`config.mk`:
```
export PLATFORM = sky130hd
export DESIGN_NAME = ex_div_unit
export DESIGN_NICKNAME = d
export VERILOG_FILES = /design/src/rtl/ex_div_unit.sv
export SDC_FILE = /design/constraint.sdc
export NUM_CORES = 1
export LEC_CHECK = 0
export ABC_CLOCK_PERIOD_IN_PS = 6200
export CORE_ASPECT_RATIO = 1.2
export CORE_UTILIZATION = 45
export DETAILED_ROUTE_END_ITERATION = 16
export DONT_BUFFER_PORTS = 1
export GPL_TIMING_DRIVEN = 0
export PLACE_DENSITY = 0.66
export SETUP_SLACK_MARGIN = 0.05
export SLEW_MARGIN = 15
export SYNTH_ARGS = -nofsm -noshare
export SYNTH_HDL_FRONTEND = slang
export SYNTH_SLANG_ARGS = --single-unit
```
`constraint.sdc`:
```
create_clock -name clk -period 6.2 [get_ports clk]
set_clock_uncertainty 0.05 [all_clocks]
set_input_delay 0.62 -clock clk [delete_from_list [all_inputs] [get_ports clk]]
set_output_delay 0.62 -clock clk [all_outputs]
set_load 0.01 [all_outputs]
```
`src/rtl/ex_div_unit.sv`:
```
// Multi-cycle restoring divider for DIV/DIVU beside the EX stage.
// Holds the pipeline through stallreq_o until {remainder, quotient} is ready.
module ex_div_unit #(
    parameter int unsigned WIDTH = 32
) (
    input  logic               clk,
    input  logic               rst,
    input  logic               start_i,
    input  logic               signed_div_i,
    input  logic [WIDTH-1:0]   opdata1_i,
    input  logic [WIDTH-1:0]   opdata2_i,
    input  logic               annul_i,
    output logic [2*WIDTH-1:0] result_o,
    output logic               ready_o,
    output logic               stallreq_o
);

    localparam int unsigned CntW = $clog2(WIDTH + 1);
    localparam logic [CntW-1:0] CntLast = CntW'(WIDTH);

    typedef enum logic [1:0] {StIdle, StByZero, StBusy, StDone} state_e;

    state_e               state_q, state_d;
    logic [CntW-1:0]      cnt_q, cnt_d;
    logic [2*WIDTH-1:0]   work_q, work_d;
    logic [WIDTH-1:0]     divisor_q, divisor_d;
    logic                 q_neg_q, q_neg_d;
    logic                 r_neg_q, r_neg_d;
    logic [2*WIDTH-1:0]   result_q, result_d;

    logic [WIDTH-1:0]     dvd_abs, dvs_abs;
    logic [2*WIDTH:0]     work_sh;
    logic [WIDTH:0]       trial;
    logic [WIDTH-1:0]     quot, rem;

    always_comb begin
        dvd_abs = (signed_div_i && opdata1_i[WIDTH-1]) ? -opdata1_i : opdata1_i;
        dvs_abs = (signed_div_i && opdata2_i[WIDTH-1]) ? -opdata2_i : opdata2_i;
        // The partial remainder occupies work[2W-1:W]; after the shift it is W+1 bits wide.
        work_sh = {work_q, 1'b0};
        trial   = work_sh[2*WIDTH:WIDTH] - {1'b0, divisor_q};
        quot    = q_neg_q ? -work_q[WIDTH-1:0] : work_q[WIDTH-1:0];
        rem     = r_neg_q ? -work_q[2*WIDTH-1:WIDTH] : work_q[2*WIDTH-1:WIDTH];
    end

    always_ff @(posedge clk or negedge rst) begin
        if (!rst) begin
            state_q   <= StIdle;
            cnt_q     <= '0;
            work_q    <= '0;
            divisor_q <= '0;
            q_neg_q   <= 1'b0;
            r_neg_q   <= 1'b0;
            result_q  <= '0;
        end else begin
            state_q   <= state_d;
            cnt_q     <= cnt_d;
            work_q    <= work_d;
            divisor_q <= divisor_d;
            q_neg_q   <= q_neg_d;
            r_neg_q   <= r_neg_d;
            result_q  <= result_d;
        end
    end

    always_comb begin
        state_d   = state_q;
        cnt_d     = cnt_q;
        work_d    = work_q;
        divisor_d = divisor_q;
        q_neg_d   = q_neg_q;
        r_neg_d   = r_neg_q;
        result_d  = result_q;

        unique case (state_q)
            StIdle: begin
                result_d = '0;
                if (start_i && !annul_i) begin
                    if (opdata2_i == '0) begin
                        state_d = StByZero;
                    end else begin
                        state_d   = StBusy;
                        cnt_d     = '0;
                        work_d    = {{WIDTH{1'b0}}, dvd_abs};
                        divisor_d = dvs_abs;
                        q_neg_d   = signed_div_i && (opdata1_i[WIDTH-1] ^ opdata2_i[WIDTH-1]);
                        r_neg_d   = signed_div_i && opdata1_i[WIDTH-1];
                    end
                end
            end
            StByZero: begin
                result_d = '0;
                state_d  = StDone;
            end
            StBusy: begin
                if (cnt_q != CntLast) begin
                    if (!trial[WIDTH]) begin
                        work_d = {trial[WIDTH-1:0], work_sh[WIDTH-1:1], 1'b1};
                    end else begin
                        work_d = work_sh[2*WIDTH-1:0];
                    end
                    cnt_d = cnt_q + 1'b1;
                end else begin
                    result_d = {rem, quot};
                    state_d  = StDone;
                end
            end
            StDone: begin
                if (!start_i) begin
                    state_d  = StIdle;
                    result_d = '0;
                end
            end
            default: begin
                state_d  = StIdle;
                result_d = '0;
            end
        endcase

        // A flush wins over everything, including a completing division.
        if (annul_i) begin
            state_d  = StIdle;
            result_d = '0;
        end
    end

    always_comb begin
        ready_o    = (state_q == StDone);
        result_o   = result_q;
        stallreq_o = start_i && (state_q != StDone) && !annul_i;
    end

endmodule

```
==> metrics.yaml <==
initial_core_util: 0.459
antenna_left: 0
synth_fa_ha_area_frac: 0.0467
hold_viol: 0
area_growth_pct: 8.78
syn_inst: 1366
ir_drop_uv: 177
slew_viol_final: 0
first_iter_violations: 517
cts_htree_levels: 4
critPathKind: "reg -> reg"
cts-root-buf: "clkbuf_16"
max-cap-violations: 0
clockBufferDepth: 2
clock_latency_ns: 0.44
min_period_ns: 4.12
final_common_cell: "nand2_1"
dr_total_vias: 9985
fin_util: 0.500
ys_types: 68
grt.total_usage: 0.254
final_cell_mix: "nand2_1, dfrtp_1, a21oi_1, o21ai_0, xor2_1"
cts_resized: 0
critPathLaunch: "work_q[31]"
netlist_area_sq_um: 11400
final_layout_size_suffix_gt1_frac: 0.0436
clk_pin_slew_ns: 0.07
grt_max_degree: 171
rrSetupSlack_ns: 2.08
worstPathMaxFanout: 10
gp_congestion: 0.902
num-fill-cells: 2407
rsz0062_at_grt: "false"
grt_pass1_wl_um: 52000
synth-async-reset-ratio: 1.00
grt_pass1_vias: 10000
max-slew-margin-rel: 0.261
syn-num-nets: 1477
cts.sinks: 170
power.density_nw_per_um2: 399
worst_pin_slew_ns: 1.10
critPathArrivalTime_ns: 4.40
r2r-start: "work_q[31]"
port_buffers: 0
max_freq_mhz: 243
antenna_found_initial: 0
wl_per_cell_um: 18.5
p_leak_nw: 5.32
min_path_type: "in -> async"
fp.dieH_um: 176
setup_viol: 0
setup.worst_path.end: "work_q[32]"
overflow: 0
muxShareOfSynthArea: 0.00823
final.period_utilization: 0.665
core_area_sq_um: 24800
io_pins: 135
tns_ns: 0
required_ns: 6.48
synth_xor_area_frac: 0.109
die_w_um: 147
cts_tree: "built"
dp_hpwl_um: 24600
finalWorstSetupSlack_ns: 2.08
drt-total-wl_um: 32000
synth_top_family_by_area: "compound AO/OA/AOI/OAI gates"
die-area_sq_um: 26000
yosys.area_share.simple: 0.178
dr.pass1.iters: 7
power_mw: 4.95
reg2reg_to: "work_q[32]"
status: "complete, no violations"
synth_compound_area_frac: 0.241
end_kind: "register"
synth.yosys.seq_area_share: 0.373
pre_cts_slack_ns: 2.02
yosys_warnings: 0
cts_hold_buf: 1
cts_buffers: 17
synth_edf_count: 0
antenna_cells: 0
finalNetCount: 1497
row_count: 63
synth_ff_type: "dfrtp_1"
post_cts_buffers: 0
synth_area_per_cell_sq_um: 8.35
drc: 0
ff2ff_path_depth: 13
critPathLaunchType: "register"
ys_ff_latch: 170
vias_per_cell: 5.79
[per-layer routing]
| metal | global-route usage | up-vias | share of wire |
|---|---|---|---|
| met4 | 0.0739 | 0 | 0.020 |
| li1 | - | 4922 | - |
| met2 | 0.436 | 302 | 0.48 |
| met1 | 0.321 | 4726 | 0.43 |
| met5 | 0 | - | 0 |
| met3 | 0.0504 | 35 | 0.063 |
[flip-flops by register name (all words and copies together), names as in the netlist]
register and cells:
cnt_q 6, divisor_q 32, q_neg_q 1, r_neg_q 1, result_o 64, state_q 2
work_q 64
[through the flow]
stage          hold WS [ns]  cells  area (sq um)
2_1_floorplan         0.274   1366         11400
3_3_place_gp          0.278   1691         11800
3_5_place_dp          0.278   1691         11800
4_1_cts               0.211   1724         12400
5_1_grt               0.215   1724         12400
6_report              0.174   1724         12400
[cells in the mapped netlist (all sizes together), types with 6 or more instances]
| cell | number | area (sq um) |
|---|---|---|
| o311ai | 20 | 183 |
| nand2b | 11 | 68.8 |
| ha | 41 | 513 |
| dfrtp | 170 | 4250 |
| nor3 | 20 | 105 |
| o31ai | 29 | 233 |
| nor4 | 16 | 113 |
| or3 | 23 | 154 |
| o41ai | 11 | 115 |
| a21oi | 103 | 515 |
| xor2 | 87 | 762 |
| or4 | 14 | 109 |
| o21ai | 170 | 851 |
| o211ai | 35 | 263 |
| a31oi | 11 | 68.8 |
| nor2 | 77 | 289 |
| mux2i | 6 | 60.1 |
| and3 | 10 | 62.6 |
| inv | 53 | 199 |
| or2 | 6 | 37.5 |
| clkbuf | 58 | 218 |
| nand3 | 29 | 145 |
| a21o | 21 | 158 |
| buf | 18 | 81.3 |
| xnor2 | 55 | 482 |
| nand2 | 191 | 717 |
| nor2b | 11 | 68.8 |
| and2 | 7 | 43.8 |
| nand4 | 8 | 50.1 |
[worst min path at each step]
stage / start / end / slack, ns / cells after the start
2_1_floorplan: rst / cnt_q[0] / 0.27 / 0
3_3_place_gp: rst / result_o[10] / 0.28 / 0
3_5_place_dp: rst / result_o[9] / 0.28 / 0
4_1_cts: rst / result_o[9] / 0.21 / 1
5_1_grt: annul_i / state_q[0] / 0.22 / 1
6_report: rst / result_o[6] / 0.17 / 1
[cells by family after synthesis]
| family | Yosys count |
|---|---|
| muxes | 9 |
| adders and majority gates | 42 |
| AOI/OAI and AO/OA | 441 |
| DFF | 170 |
| and+or+nand+nor | 432 |
| xor gates and xnor gates | 142 |
| buffers and inverters | 130 |
[report_power, final]
group	switching, mW	internal (mW)	total, mW
Combinational	1.39	0.778	2.17
Clock	0.465	0.587	1.05
Sequential	0.319	1.41	1.73
Total	2.17	2.78	4.95
[critical path, stage by stage, from the launching register on]
cell and delay, ns:
dfrtp_1 0.40, inv_1 0.13, ha_1 0.21, fa_1 0.22, nor2b_1 0.08, o31ai_1 0.34, a31o_1 0.27, a21boi_1 0.11
o21ai_1 0.27, nand4b_1 0.18, a311oi_1 0.88, clkbuf_1 0.43, o21ai_0 0.17, a32o_1 0.27
[layout make-up]
| cell class | instances | area [sq um] | area share |
|---|---|---|---|
| Clock inverter | 9 | 88.8 | 0.00716 |
| Sequential cell | 170 | 4250 | 0.343 |
| Clock buffer | 23 | 478 | 0.0385 |
| Inverter | 54 | 203 | 0.0163 |
| Multi-Input combinational cell | 1066 | 6650 | 0.536 |
| Buffer | 76 | 299 | 0.0241 |
| Tap cell | 325 | 407 | 0.0328 |
| Timing Repair Buffer | 1 | 27.5 | 0.00222 |
Note: power is estimated with default switching activity, not from simulation.
